## src/rtl/firing_pkg.sv

```systemverilog
// rtl/firing_pkg.sv - control codes and sequencer state encoding for the firing datapath
package firing_pkg;

    localparam logic [2:0] CTRL_RELOAD = 3'b000;
    localparam logic [2:0] CTRL_HOLD   = 3'b001;
    localparam logic [2:0] CTRL_SHOT   = 3'b011;

    typedef enum logic [2:0] {
        IDLE,
        SHOOT,
        COOLDOWN,
        EMPTY,
        RELOAD
    } fire_state_t;

endpackage

```

## src/rtl/firing_control_if.sv

```systemverilog
// rtl/firing_control_if.sv - round-logic/datapath side signals of the firing sequencer
interface firing_control_if;

    logic       reload_req;
    logic       round_active;
    logic [1:0] remaining_shots;
    logic [2:0] control;
    logic       shot_fired;
    logic       busy;
    logic       empty;

    modport master (
        input  reload_req,
        input  round_active,
        input  remaining_shots,
        output control,
        output shot_fired,
        output busy,
        output empty
    );

    modport slave (
        output reload_req,
        output round_active,
        output remaining_shots,
        input  control,
        input  shot_fired,
        input  busy,
        input  empty
    );

endinterface

```

## src/rtl/key_debounce.sv

```systemverilog
// rtl/key_debounce.sv - 2-FF synchronizer plus debounce counter for an active-low key
module key_debounce #(
    parameter int DEBOUNCE_CYCLES = 500_000
) (
    input  logic clk,
    input  logic reset_n,
    input  logic key_n,
    output logic level,
    output logic press
);

    localparam int CW = $clog2(DEBOUNCE_CYCLES + 1);

    logic          sync0;
    logic          sync1;
    logic [CW-1:0] cnt;

    // level follows sync1 only after DEBOUNCE_CYCLES consecutive differing cycles
    always_ff @(posedge clk or negedge reset_n) begin
        if (!reset_n) begin
            sync0 <= 1'b1;
            sync1 <= 1'b1;
            level <= 1'b1;
            press <= 1'b0;
            cnt   <= '0;
        end else begin
            sync0 <= key_n;
            sync1 <= sync0;
            press <= 1'b0;
            if (sync1 == level) begin
                cnt <= '0;
            end else if (cnt == CW'(DEBOUNCE_CYCLES)) begin
                level <= sync1;
                press <= level & ~sync1;
                cnt   <= '0;
            end else begin
                cnt <= cnt + 1'b1;
            end
        end
    end

endmodule

```

## src/rtl/firing_control.sv

```systemverilog
// rtl/firing_control.sv - trigger-to-SHOT sequencer with cooldown, empty lockout and timed reload
module firing_control
    import firing_pkg::*;
#(
    parameter int DEBOUNCE_CYCLES = 500_000,
    parameter int COOLDOWN_CYCLES = 12_500_000,
    parameter int RELOAD_CYCLES   = 50_000_000,
    parameter int CNT_W           = 26
) (
    input  logic                clk,
    input  logic                reset_n,
    input  logic                trigger_n,
    firing_control_if.master    bus
);

    localparam logic [CNT_W-1:0] CD_LOAD  = CNT_W'(COOLDOWN_CYCLES);
    localparam logic [CNT_W-1:0] RLD_LOAD = CNT_W'(RELOAD_CYCLES);

    fire_state_t      state_q, state_d;
    logic [CNT_W-1:0] cnt_q, cnt_d;
    logic             key_level;
    logic             key_press;
    logic             press;

    key_debounce #(.DEBOUNCE_CYCLES(DEBOUNCE_CYCLES)) u_trigger (
        .clk     (clk),
        .reset_n (reset_n),
        .key_n   (trigger_n),
        .level   (key_level),
        .press   (key_press)
    );

    assign press = key_press & ~key_level;

    always_ff @(posedge clk or negedge reset_n) begin
        if (!reset_n) begin
            state_q        <= IDLE;
            cnt_q          <= '0;
            bus.control    <= CTRL_HOLD;
            bus.shot_fired <= 1'b0;
            bus.busy       <= 1'b0;
            bus.empty      <= 1'b0;
        end else begin
            state_q        <= state_d;
            cnt_q          <= cnt_d;
            bus.control    <= (state_d == SHOOT)  ? CTRL_SHOT :
                              (state_d == RELOAD) ? CTRL_RELOAD : CTRL_HOLD;
            bus.shot_fired <= (state_d == SHOOT);
            bus.busy       <= (state_d == COOLDOWN) || (state_d == RELOAD);
            bus.empty      <= (state_d == EMPTY);
        end
    end

    // One counter serves both timed phases; it only counts down while nonzero
    always_comb begin
        state_d = state_q;
        cnt_d   = (cnt_q != '0) ? cnt_q - 1'b1 : '0;
        case (state_q)
            IDLE: begin
                if (bus.reload_req) begin
                    state_d = RELOAD;
                    cnt_d   = RLD_LOAD;
                end else if (press && bus.round_active) begin
                    state_d = (bus.remaining_shots != 2'd0) ? SHOOT : EMPTY;
                end
            end
            SHOOT: begin
                if (bus.reload_req) begin
                    state_d = RELOAD;
                    cnt_d   = RLD_LOAD;
                end else begin
                    state_d = COOLDOWN;
                    cnt_d   = CD_LOAD;
                end
            end
            COOLDOWN: begin
                if (bus.reload_req) begin
                    state_d = RELOAD;
                    cnt_d   = RLD_LOAD;
                end else if (cnt_q <= CNT_W'(1)) begin
                    state_d = (bus.remaining_shots == 2'd0) ? EMPTY : IDLE;
                end
            end
            EMPTY: begin
                if (bus.reload_req) begin
                    state_d = RELOAD;
                    cnt_d   = RLD_LOAD;
                end
            end
            RELOAD: begin
                if (cnt_q <= CNT_W'(1)) begin
                    state_d = IDLE;
                end
            end
            default: begin
                state_d = IDLE;
                cnt_d   = '0;
            end
        endcase
    end

endmodule
```

## src/flat_wrapper.sv

```systemverilog
// flat-port wrapper written by rule: the top's interface ports become plain ports
module firing_control_flat import firing_pkg::*;
#(
    parameter int DEBOUNCE_CYCLES = 500_000,
    parameter int COOLDOWN_CYCLES = 12_500_000,
    parameter int RELOAD_CYCLES   = 50_000_000,
    parameter int CNT_W           = 26
)
  (clk, reset_n, trigger_n, bus_reload_req, bus_round_active, bus_remaining_shots, bus_control, bus_shot_fired, bus_busy, bus_empty);
  firing_control_if bus_i ();
  input  logic clk;
  input  logic reset_n;
  input  logic trigger_n;
  input wire logic [$bits(bus_i.reload_req)-1:0] bus_reload_req;
  input wire logic [$bits(bus_i.round_active)-1:0] bus_round_active;
  input wire logic [$bits(bus_i.remaining_shots)-1:0] bus_remaining_shots;
  output wire logic [$bits(bus_i.control)-1:0] bus_control;
  output wire logic [$bits(bus_i.shot_fired)-1:0] bus_shot_fired;
  output wire logic [$bits(bus_i.busy)-1:0] bus_busy;
  output wire logic [$bits(bus_i.empty)-1:0] bus_empty;
  assign bus_i.reload_req = bus_reload_req;
  assign bus_i.round_active = bus_round_active;
  assign bus_i.remaining_shots = bus_remaining_shots;
  assign bus_control = bus_i.control;
  assign bus_shot_fired = bus_i.shot_fired;
  assign bus_busy = bus_i.busy;
  assign bus_empty = bus_i.empty;
  firing_control #(.DEBOUNCE_CYCLES(DEBOUNCE_CYCLES), .COOLDOWN_CYCLES(COOLDOWN_CYCLES), .RELOAD_CYCLES(RELOAD_CYCLES), .CNT_W(CNT_W)) u_core (.clk(clk), .reset_n(reset_n), .trigger_n(trigger_n), .bus(bus_i));
endmodule
```

## config.mk

```make
export PLATFORM = sky130hd
export DESIGN_NAME = firing_control_flat
export DESIGN_NICKNAME = d
export VERILOG_FILES = /design/src/rtl/firing_pkg.sv /design/src/rtl/firing_control_if.sv /design/src/rtl/key_debounce.sv /design/src/rtl/firing_control.sv /design/src/flat_wrapper.sv
export SDC_FILE = /design/constraint.sdc
export NUM_CORES = 1
export LEC_CHECK = 0
export CORE_MARGIN = 2
export CORE_UTILIZATION = 54
export CTS_CLUSTER_DIAMETER = 150
export DETAILED_ROUTE_END_ITERATION = 8
export HOLD_SLACK_MARGIN = 0.12
export PLACE_DENSITY = 0.76
export SETUP_SLACK_MARGIN = 0.5
export SYNTH_ARGS = -nofsm -noshare
export SYNTH_HDL_FRONTEND = slang
export SYNTH_SLANG_ARGS = --single-unit
```

## constraint.sdc

```tcl
create_clock -name clk -period 2.4 [get_ports clk]
set_clock_uncertainty 0.05 [all_clocks]
set_input_delay 0.48 -clock clk [delete_from_list [all_inputs] [get_ports clk]]
set_output_delay 0.48 -clock clk [all_outputs]
set_load 0.005 [all_outputs]
```

Word-level counts from Yosys, hierarchy flattened
Cells that the tools add are included.
{"block": "totals", "reg_bits": 58, "latch_bits": 0, "ram_bits": 0, "rom_bits": 0, "in_bits": 7, "out_inout_bits": 6, "word_cells": 57, "memories": 0}
{"block": "op_classes", "addsub": 2, "multipliers": 0, "div": 0, "n_lt_le_gt_ge": 1, "n_eq_ne": 10, "shift": 0, "muxes": 20, "bitwise_logic": 5, "n_reduce_logical": 8}
{"cell": "two-way mux 26 bit", "count": 3}
{"cell": "case mux 26 bit (3 select lines)", "count": 1}
{"cell": "two-way mux 19 bit", "count": 2}
{"cell": "<= comparator 26 x 1 -> 1 bit, second input constant", "count": 1}
{"cell": "nonzero test 26 bit", "count": 1}
{"cell": "subtractor 26 x 1 -> 26 bit, second input constant", "count": 1}
{"cell": "two-way mux 3 bit", "count": 8}
{"cell": "adder 19 x 1 -> 19 bit, second input constant", "count": 1}
{"cell": "== test 19 bit, second input constant", "count": 1}
{"cell": "case mux 3 bit (5 select lines)", "count": 1}
{"cell": "== test 3 x 2 -> 1 bit, second input constant", "count": 4}
{"cell": "== test 3 x 1 -> 1 bit, second input constant", "count": 2}
{"cell": "== test 3 bit, second input constant", "count": 2}
{"cell": "two-way mux 2 bit", "count": 2}
{"cell": "zero test 3 bit", "count": 1}
{"cell": "two-way mux 1 bit", "count": 3}
{"cell": "NOT 1 bit", "count": 3}
{"cell": "OR reduction 3 bit", "count": 1}
{"cell": "bitwise AND 1 bit", "count": 2}
{"cell": "zero test 2 bit", "count": 1}
{"cell": "AND reduction 2 bit", "count": 1}
{"cell": "nonzero test 2 bit", "count": 1}
{"cell": "== test 1 bit", "count": 1}
{"cell": "logical AND 1 bit", "count": 1}
{"cell": "logical OR 1 bit", "count": 1}

Logic depth before layout (Yosys ltp)
Gate-level depths: netlist (run 1).
{"block": "depth", "depth_word": 9, "mapped_depth": 8, "ltp_nobuf": 7}

Cells and area by module
From an unflattened synthesis (run 1), not the netlist that was laid out.
{"block": "hier_totals", "cells_unflattened": 296, "area_unflattened_um2": 2884.0}
{"mod": "firing_control", "n_inst": 1, "cells_per_inst": 182, "area_per_inst_um2": 1737.9, "seq_area_each_um2": 827.0}
{"mod": "key_debounce", "n_inst": 1, "cells_per_inst": 114, "area_per_inst_um2": 1146.1, "seq_area_each_um2": 579.3}

Worst setup path after synthesis (run 1)
OpenSTA, ideal clock, no wires.
{"block": "synth_path", "path_kind": "register to register", "start": "register u_core.cnt_q[0]", "end": "register u_core.cnt_q[16]", "setup_ps": 121, "t_arrival_ps": 2110, "required_time_ps": 2229, "slack_ps": 119, "stages_incl_launch_ff": 9, "n_path_buf": 1, "period_less_slack_ps": 2281, "cell_sequence": "dfrtp_1 -> inv_1 -> ha_1 -> nor3b_1 -> nand2_1 -> or3_2 -> nand3_1 -> buf_2 -> nor2_1"}
{"block": "synth_between", "elab_chain_len": 4, "elab_cells_between_ends": 5, "cone_classes": "1 x add/sub; 3 x mux; 1 x reduce/logical"}
{"item": "start, declared", "line": "firing_control.sv:20", "text": "logic [CNT_W-1:0] cnt_q, cnt_d;"}
{"item": "start signal, assigned", "line": "firing_control.sv:45", "text": "cnt_q <= cnt_d;"}
{"item": "subtractor 26 x 1 -> 26 bit or nonzero test 26 bit (tied branches)", "line": "firing_control.sv:57", "text": "cnt_d = (cnt_q != '0) ? cnt_q - 1'b1 : '0;"}
{"item": "two-way mux 26 bit *", "line": "firing_control.sv:57"}
{"item": "two-way mux 26 bit", "line": "firing_control.sv:60, firing_control.sv:77, firing_control.sv:85"}
{"item": "case mux 26 bit (3 select lines) *", "line": "firing_control.sv:58", "text": "case (state_q)"}
{"item": "via u_core.cnt_d[16]", "line": "firing_control.sv:20"}
Mark *: on every way through the listed nets, which the timed path passes. The rest lies on a longest branch.
A chain may end at the register's enable or synchronous reset.

Worst setup path after layout (run 1)
{"block": "layout_path", "start": "register u_core.cnt_q[19]", "end": "register u_core.bus.control[1]"}
{"block": "layout_between", "elab_chain_len": 6, "elab_cells_between_ends": 7, "cone_classes": "1 x order compare; 1 x eq/ne; 5 x mux"}
{"item": "<= comparator 26 x 1 -> 1 bit *", "line": "firing_control.sv:80, firing_control.sv:91"}
{"item": "two-way mux 3 bit", "line": "firing_control.sv:80", "text": "end else if (cnt_q <= CNT_W'(1)) begin"}
{"item": "two-way mux 3 bit", "line": "firing_control.sv:77", "text": "if (bus.reload_req) begin"}
{"item": "case mux 3 bit (5 select lines) *", "line": "firing_control.sv:58"}
{"item": "== test 3 x 1 -> 1 bit *", "line": "firing_control.sv:46", "text": "bus.control <= (state_d == SHOOT) ? CTRL_SHOT :"}
{"item": "two-way mux 3 bit *", "line": "firing_control.sv:46"}
{"item": "end signal, assigned", "line": "firing_control.sv:46"}
{"item": "end, declared", "line": "firing_control_if.sv:16", "text": "output control,"}
Mark *: on every way between the ends. The rest lies on a longest branch, timed or not.

==> results of run 1 <==
[cells by family after synthesis]
kind of cell	after synthesis	share of synthesized area, %
compound gates	31	6.56
xor+xnor	38	12.1
fa+ha+maj	5	2.28
buf+inv	15	2.37
flops	56	51.2
mux	1	0.410
other cells	1	0.137
simple gates	136	24.9
[worst reg2reg max path, delay by kind of cell (launching register included)]
| family | cells | cell delay (ns) |
|---|---|---|
| and+or+nand+nor | 4 | 1.54 |
| DFF | 1 | 0.39 |
| AOI/OAI and AO/OA | 1 | 0.12 |
[metrics by stage]
| stage | hold WS, ns | total power (uW) | utilization [%] |
|---|---|---|---|
| after global routing | 0.304 | 2640 | 73.4 |
| final | 0.239 | 2520 | 73.4 |
| after CTS | 0.258 | 2410 | 69.0 |
| after detailed placement | 0.298 | 1650 | 62.0 |
| after floorplan | 0.134 | 1500 | - |
| after global placement | 0.300 | 1630 | 62.0 |
[state kept, by name, indices dropped and copies added, names as in the netlist]
signal,count
u_core.bus.busy,1
u_core.cnt_q,26
u_core.u_trigger.sync1,1
u_core.u_trigger.level,1
u_core.bus.control,2
u_core.u_trigger.press,1
u_core.bus.empty,1
u_core.state_q,3
u_core.u_trigger.cnt,19
u_core.u_trigger.sync0,1
[final cells by class]
cell class / count / area [sq um] / area share [%]
multi-input combinational: 214 / 1600 / 45.2
tap: 67 / 83.8 / 2.37
inverter: 8 / 30.0 / 0.850
timing repair buffer: 32 / 282 / 7.96
clock inverter: 2 / 60.1 / 1.70
sequential: 56 / 1410 / 39.9
clock buffer: 6 / 72.6 / 2.05
[per-layer routing]
metal	track usage, %	vias to the layer above
li1	-	1041
met4	5.65	0
met1	31.8	1108
met2	34.6	70
met3	6.22	15
met5	0	-
[timing repair]
action,4_1_cts,5_1_grt
resized for setup,38,40
endpoints found under the hold margin,0,0
gates cloned,0,2
pin swaps,17,23
buffers inserted,8,4
hold buffers,0,0
endpoints found under the setup margin,50,52
[power by group through the flow]
stage | clock, uW | combinational, uW | sequential (uW)
finish | 727 | 558 | 1240
global route | 767 | 620 | 1260
CTS | 728 | 469 | 1220
detailed placement | 0 | 423 | 1220
global placement | 0 | 412 | 1220
floorplan | 0 | 303 | 1190
[worst max path at each step]
stage                     start                     to
2_1_floorplan  u_core.cnt_q[19]  u_core.bus.control[1]
5_1_grt        u_core.cnt_q[10]  u_core.bus.control[1]
3_5_place_dp   u_core.cnt_q[19]       u_core.cnt_q[10]
3_3_place_gp   u_core.cnt_q[19]        u_core.cnt_q[5]
6_report       u_core.cnt_q[19]  u_core.bus.control[1]
4_1_cts        u_core.cnt_q[19]  u_core.bus.control[1]
[synthesized netlist by cell type, types with 3 or more instances]
library cell   n  share of area [%]
a21oi_1        5               0.91
and3_1         3               0.68
clkbuf_1       3               0.41
dfrtp_1       52                 47
dfstp_2        4                3.8
ha_1           5                2.3
inv_1          8                1.1
nand2_1       21                2.9
nand3_1       10                1.8
nand4_1        9                2.1
nor2_1        50                6.8
nor3_1         9                1.6
nor4_1        13                3.0
nor4b_1        3               0.96
o21ai_0       17                3.1
or3_2          3               0.82
xnor2_1       24                7.7
xor2_1        14                4.5
==> impl_metrics.toml, run 1 <==
[clocking]
htree_num_levels = 2
clock_latency_ns = 0.32
clkTransAtPathRegs_ns = 0.10
clockRootBuffer = "clkbuf_8"
cts_tree = "built"
cts.path.max_buffers = 2
cts_buffers = 5
cts_sinks = 56

[place]
place_inst = 363
place_ws_ns = 0.154
dp_hpwl_microns = 3590
place.gp.congestion = 0.802
placed_cell_area_sq_um = 2990
port_buffers = 11

[layout]
final_cell_mix = "50 x dfrtp_1, 43 x nor2_1, 23 x xnor2_1"
final_common_cell = "dfrtp_1"
final_area_sq_um = 3530
drive_above_1_share_pct = 28.3
antennaDiodeCount = 0
fillers = 334
finalNonFillerCells = 385
area_growth_pct = 28.8
fin_nets = 329

[floorplanning]
io_pins = 13
initial_core_util_pct = 57.0
die_h_microns = 75.3
dieArea_sq_um = 5670
die_w_microns = 75.3
rows = 25
coreArea_sq_um = 4820

[route]
drt-pass1-iter-count = 5
post-route-drc-count = 0
top_layer = "met4"
first_iter_violations = 234
num_vias = 2234
wl_met1_microns = 2860
routed_wl_microns = 6430
vias_per_cell = 5.80
ant_nets = 0
wire_per_inst_microns = 16.7
wl_met3_microns = 342
met2_length_microns = 3070

[global_routing]
grt_pass1_wl_microns = 9600
first_global_vias = 2076
track_usage_pct = 22.4
antenna_found_initial = 0
overflow = 0
grt_max_degree = 57

[outcome]
status = "finished clean"

[critical_path]
worstPathRequired_ns = 2.60
cp.arrival_ns = 2.38
path_cells = "or4_4 > nand2b_4 > or4_4 > or3_4 > a21oi_2"
path_class = "register to register"
rrSetupSlack_ns = 0.22
critPathCaptureType = "register"
crit_path_max_fanout = 3
cp-start-kind = "register"
reg2reg_from = "u_core.cnt_q[19]"
crit_cells = 5
crit_top_cell = "or4_4"
slowest_stage = "or4_4"
cp_top_family = "simple AND/OR/NAND/NOR gates"
crit_buf_inv = 0
cp_slowest_stage_delay_ns = 0.54
regToRegEndpoint = "u_core.bus.control[1]"
rr_worst_depth = 5

[power]
switching_share_pct = 30.5
power.internal_uw = 1750
powerDensity_nw_per_um2 = 713
pwr-share-comb_pct = 22.1
leakagePower_uw = 0.00145
ir_drop_mv = 0.525
p_seq_share_pct = 49.0
clockPowerShare_pct = 28.9
p_sw_uw = 769

[yosys]
avgSynthCellArea_sq_um = 9.70
syn_area_sq_um = 2750
synthFlopType = "dfrtp_1"
syn_inst = 283
yosys.cell_types.count = 40
synth_edf_count = 0
ys_ff_latch = 56
syn_nets = 295
ys.warnings.count = 0
async_reset_ff_share_pct = 100
synth_seq_area_share_pct = 51.2

[sta]
fin_tns_setup_ns = 0
slew_violations = 0
hold_viol_final = 0
rsz0062_at_grt = "true"
min_period_over_period_pct = 90.6
worst_slack_ns = 0.225
slew_headroom_pct = 43.8
tightest_slew_ns = 0.843
fin_crit_ns = 2.18
setup_viol = 0
max_freq_mhz = 460

[flow_run]
drv_cap = 0

[min_path]
min_path_type = "primary input to async pin"
Note: power is estimated with default switching activity, not from simulation.
==> run 2: changes to the inputs <==
- ABC_CLOCK_PERIOD_IN_PS: unset -> 2800
- CORE_UTILIZATION: 54 -> 60
- GPL_TIMING_DRIVEN: unset -> 0
- PLACE_DENSITY: 0.76 -> 0.8
- clock period: 2.4 -> 2.8 ns (I/O delays scaled with it)
==> run 2 against run 1 <==
Net effect: sequential power is 15% lower; flip-flop and latch count stayed put; highest routed layer unchanged; largest cell class is now registers; register-to-register slack better by 0.32 ns.
==> impl_metrics.toml, run 2 (synthesized netlist as in run 1, its figures left out) <==
[sta]
max_freq_mhz = 444
worst_slack_ns = 0.549
tightest_slew_ns = 0.860
slew_headroom_pct = 42.1
setup_viol = 0
fin_crit_ns = 2.25
slew_violations = 0
min_period_over_period_pct = 80.4
rsz0062_at_grt = "true"
hold_viol_final = 0

[critical_path]
crit_end = "u_core.bus.control[1]"
cp_slowest_stage_delay_ns = 0.55
rr_worst_depth = 5
slowest_stage = "or4_4"
path_class = "register to register"
crit_path_max_fanout = 4
rrSetupSlack_ns = 0.55
path_cells = "or4_4 > nand2b_4 > or4_4 > or3_1 > a21oi_2"
regToRegEndpoint = "u_core.bus.control[1]"
worstPathRequired_ns = 3.00
crit_top_cell = "or4_4"
cp-start-kind = "register"
reg2reg_from = "u_core.cnt_q[19]"
critPathCaptureType = "register"
critical_path.startpoint = "u_core.cnt_q[19]"
cp.arrival_ns = 2.45

[global_routing]
antenna_found_initial = 0
overflow = 0
grt_pass1_wl_microns = 9560
track_usage_pct = 24.0
grt_max_degree = 40
first_global_vias = 2086

[place]
dp_hpwl_microns = 3700
place_inst = 347
port_buffers = 11
place_ws_ns = 0.0340
place.gp.congestion = 0.860
placed_cell_area_sq_um = 2940

[floorplanning]
io_pins = 13
die_w_microns = 71.6
dieArea_sq_um = 5130
initial_core_util_pct = 62.6
rows = 24
die_h_microns = 71.6
coreArea_sq_um = 4380

[power]
p_total_uw = 1860
leakagePower_uw = 0.00129
powerDensity_nw_per_um2 = 595
ir_drop_mv = 0.341

[layout]
antennaDiodeCount = 0
area_growth_pct = 14.0
drive_above_1_share_pct = 13.4
reg.largest.list = "u_core.cnt_q: 26 flops, u_core.u_trigger.cnt: 19 flops, u_core.state_q: 3 flops"
final_area_sq_um = 3130
largest_register_ffs = 26
top_register = "u_core.cnt_q"
final_common_cell = "dfrtp_1"
fin_nets = 318
final_cell_mix = "52 x dfrtp_1, 50 x nor2_1, 24 x xnor2_1"
final_util_pct = 71.4
finalNonFillerCells = 359

[clocking]
clock_latency_ns = 0.31
clkTransAtPathRegs_ns = 0.09
cts_sinks = 56
cts.path.max_buffers = 2
cts_buffers = 5
cts_tree = "built"
clockRootBuffer = "clkbuf_8"
cts_hold_buf = 0
htree_num_levels = 2

[outcome]
status = "finished clean"

[route]
wire_per_inst_microns = 15.6
num_vias = 2099
post-route-drc-count = 0
drt-pass1-iter-count = 5
routed_wl_microns = 5590
ant_nets = 0
first_iter_violations = 121
vias_per_cell = 5.85

[flow_run]
drv_cap = 0

[min_path]
min_path_type = "primary input to async pin"
run 2: worst min path at each step:
stage	startpoint	to	slack (ns)	cells after the start
floorplan	reset_n	u_core.bus.busy	0.21	0
global placement	u_core.u_trigger.sync0	u_core.u_trigger.sync1	0.30	0
detailed placement	u_core.u_trigger.sync0	u_core.u_trigger.sync1	0.30	0
CTS	reset_n	u_core.cnt_q[23]	0.12	1
global route	reset_n	u_core.cnt_q[17]	0.13	1
finish	reset_n	u_core.cnt_q[23]	0.12	1
run 2: power by group:
part           switching (uW)  total (uW)  internal [uW]  leakage (uW)
Combinational             213         387            174      0.000554
Sequential                133        1050            916      0.000691
Clock                     251         427            176     0.0000422
run 2: through the flow:
step / setup TNS [ns] / hold slack (ns)
after global routing: 0 / 0.134
after detailed placement: 0 / 0.299
after global placement: -26.20 / 0.298
after floorplan: 0 / 0.214
final: 0 / 0.120
after CTS: 0 / 0.122
run 2: final cells by class:
class                           count  area, sq um
Buffer                              7         45.0
Clock buffer                        7         76.3
Clock inverter                      1         5.00
Fill cell                         314         1250
Inverter                            8         30.0
Multi-Input combinational cell    212         1350
Sequential cell                    56         1410
Tap cell                           52         65.1
Timing Repair Buffer               16          155
run 2: critical path, delay by kind of cell, from the launching register on:
kind	cells	cell delay (ns)
DFF	1	0.42
AOI/OAI and AO/OA	1	0.12
and+or+nand+nor	4	1.60
run 2: layer usage:
layer	track usage [%]	part of all wire, %	wire, microns
met1	29.6	44	2450
met2	40.2	51	2850
met3	5.06	3.4	189
met4	11.3	1.9	104
met5	0	0	0
run 2: timing repair:
action | CTS | global route
pin swaps | 0 | 3
setup buffers | 1 | 3
gates resized for setup | 11 | 9
endpoints found under the setup margin | 40 | 34
==> run 3: changes to the inputs <==
- ABC_CLOCK_PERIOD_IN_PS: 2800 -> 2000
- CORE_UTILIZATION: 60 -> 54
- PLACE_DENSITY: 0.8 -> 0.76
- clock period: 2.8 -> 2 ns (I/O delays scaled with it)
==> run 3 against run 2 <==
Net effect: hold slack better by 0.19 ns; count of clock-buffer cells in the layout is 2 lower; the flow now finishes with violations (setup timing); critical endpoint unchanged; maximum frequency is 1.6% higher; setup slack worse by 0.77 ns; clock power is 54% higher; largest power group unchanged.
==> impl_metrics.toml, run 3 (synthesized netlist as in run 1, its figures left out) <==
[outcome]
status = "finished with violations"
violations = "setup timing"

[sta]
rsz0062_at_grt = "true"
worst_slack_ns = -0.216
fin_crit_ns = 2.22
hold_viol_final = 0
hold_slack_ns = 0.315
min_period_over_period_pct = 111
slew_headroom_pct = 54.7
max_freq_mhz = 451
slew_violations = 0
tightest_slew_ns = 0.673
setup_viol = 37

[global_routing]
grt.busiest_layer = "met2"
met1_usage_pct = 32.0
antenna_found_initial = 0
grt_pass1_wl_microns = 10700
grt_use_met2_pct = 43.8
gr-usage-met3_pct = 3.97
overflow = 0
grt_max_degree = 37
track_usage_pct = 25.2
first_global_vias = 2272

[layout]
top_register = "u_core.cnt_q"
finalNonFillerCells = 411
final_area_sq_um = 4010
largest_register_ffs = 26
reg.largest.list = "u_core.cnt_q: 26 flops, u_core.u_trigger.cnt: 19 flops, u_core.state_q: 3 flops"
multi_input_area_sq_um = 1770
drive_above_1_share_pct = 43.6
antennaDiodeCount = 0
area_growth_pct = 46.2
regArea_sq_um = 1410
final_common_cell = "dfrtp_1"
fillers = 255
fin_nets = 355
final_cell_mix = "46 x dfrtp_1, 24 x xnor2_1, 24 x buf_4"

[route]
num_vias = 2413
wire_per_inst_microns = 18.9
vias_per_cell = 5.87
drt-pass1-iter-count = 5
post-route-drc-count = 0
routed_wl_microns = 7770
ant_nets = 0
first_iter_violations = 156

[critical_path]
cp-start-kind = "register"
path_class = "register to register"
cp.arrival_ns = 2.41
crit_path_max_fanout = 2
rrSetupSlack_ns = -0.22
critPathCaptureType = "register"
worstPathRequired_ns = 2.20

[place]
placed_cell_area_sq_um = 3010
place.gp.congestion = 0.826
dp_hpwl_microns = 3590
place_inst = 362
port_buffers = 11

[clocking]
cts_sinks = 56
clock_latency_ns = 0.32
cts_tree = "built"
clockRootBuffer = "clkbuf_8"
clkTransAtPathRegs_ns = 0.11
cts_buffers = 5
cts.path.max_buffers = 2
htree_num_levels = 2

[power]
p_seq_share_pct = 48.3
power.internal_uw = 2000
switching_share_pct = 35.3
ir_drop_mv = 0.513
p_total_uw = 3080
pwr-share-comb_pct = 30.4
p_sw_uw = 1090
clockPowerShare_pct = 21.3
powerDensity_nw_per_um2 = 768
leakagePower_uw = 0.00158

[floorplanning]
rows = 25
io_pins = 13
initial_core_util_pct = 57.0
dieArea_sq_um = 5670
die_w_microns = 75.3
coreArea_sq_um = 4820
die_h_microns = 75.3

[flow_run]
drv_cap = 0

[min_path]
min_path_type = "register to register"
[run 3: worst paths after layout]
path | cells past startpoint | endpoint | start
worst max-delay path | 5 | u_core.bus.control[1] | u_core.cnt_q[21]
worst max register to register | 5 | u_core.bus.control[1] | u_core.cnt_q[21]
min in group asynchronous | 2 | u_core.cnt_q[11] | reset_n
max in group asynchronous | 3 | u_core.u_trigger.sync0 | reset_n
worst min-delay path | 0 | u_core.u_trigger.sync1 | u_core.u_trigger.sync0
worst min register to register | 0 | u_core.u_trigger.sync1 | u_core.u_trigger.sync0
[run 3: final cells by class]
type	instances	area share, %
Buffer	7	2.18
Tap cell	67	2.09
Multi-Input combinational cell	212	44.1
Clock buffer	5	1.71
Timing Repair Buffer	53	13.3
Inverter	8	0.748
Clock inverter	3	0.624
Sequential cell	56	35.2
[run 3: through the flow]
stage / util, % / setup TNS, ns / setup WS (ns)
floorplan: - / -0.956 / -0.110
global placement: 62.3 / -73.48 / -1.19
detailed placement: 62.6 / -10.09 / -0.485
CTS: 76.8 / -1.75 / -0.161
global route: 83.3 / -5.63 / -0.254
finish: 83.3 / -4.57 / -0.216
[run 3: power by group through the flow]
stage | sequential [uW] | clock, uW | combinational [uW]
final | 1490 | 658 | 937
after CTS | 1470 | 670 | 751
after global routing | 1510 | 712 | 997
after floorplan | 1430 | 0 | 368
after detailed placement | 1470 | 0 | 493
after global placement | 1460 | 0 | 473
[run 3: critical path, stage by stage (launching register included)]
cell,delay (ns)
dfrtp_1,0.41
or4_4,0.54
nand2b_4,0.16
or4_4,0.51
or3_1,0.33
a21oi_1,0.14
[run 3: metal layers]
layer | up-vias | wire length, microns | part of all wire [%]
li1 | 1091 | - | -
met1 | 1219 | 3130 | 40
met2 | 82 | 4190 | 54
met3 | 21 | 254 | 3.3
met4 | 0 | 195 | 2.5
met5 | - | 0 | 0
[run 3: timing repair]
| item | CTS | global route |
|---|---|---|
| hold endpoints to repair | 18 | 0 |
| cloned | 2 | 0 |
| pin swaps | 32 | 14 |
| buffers inserted | 22 | 16 |
| resized for setup | 106 | 50 |
| hold buffers | 1 | 0 |
| endpoints found under the setup margin | 59 | 56 |
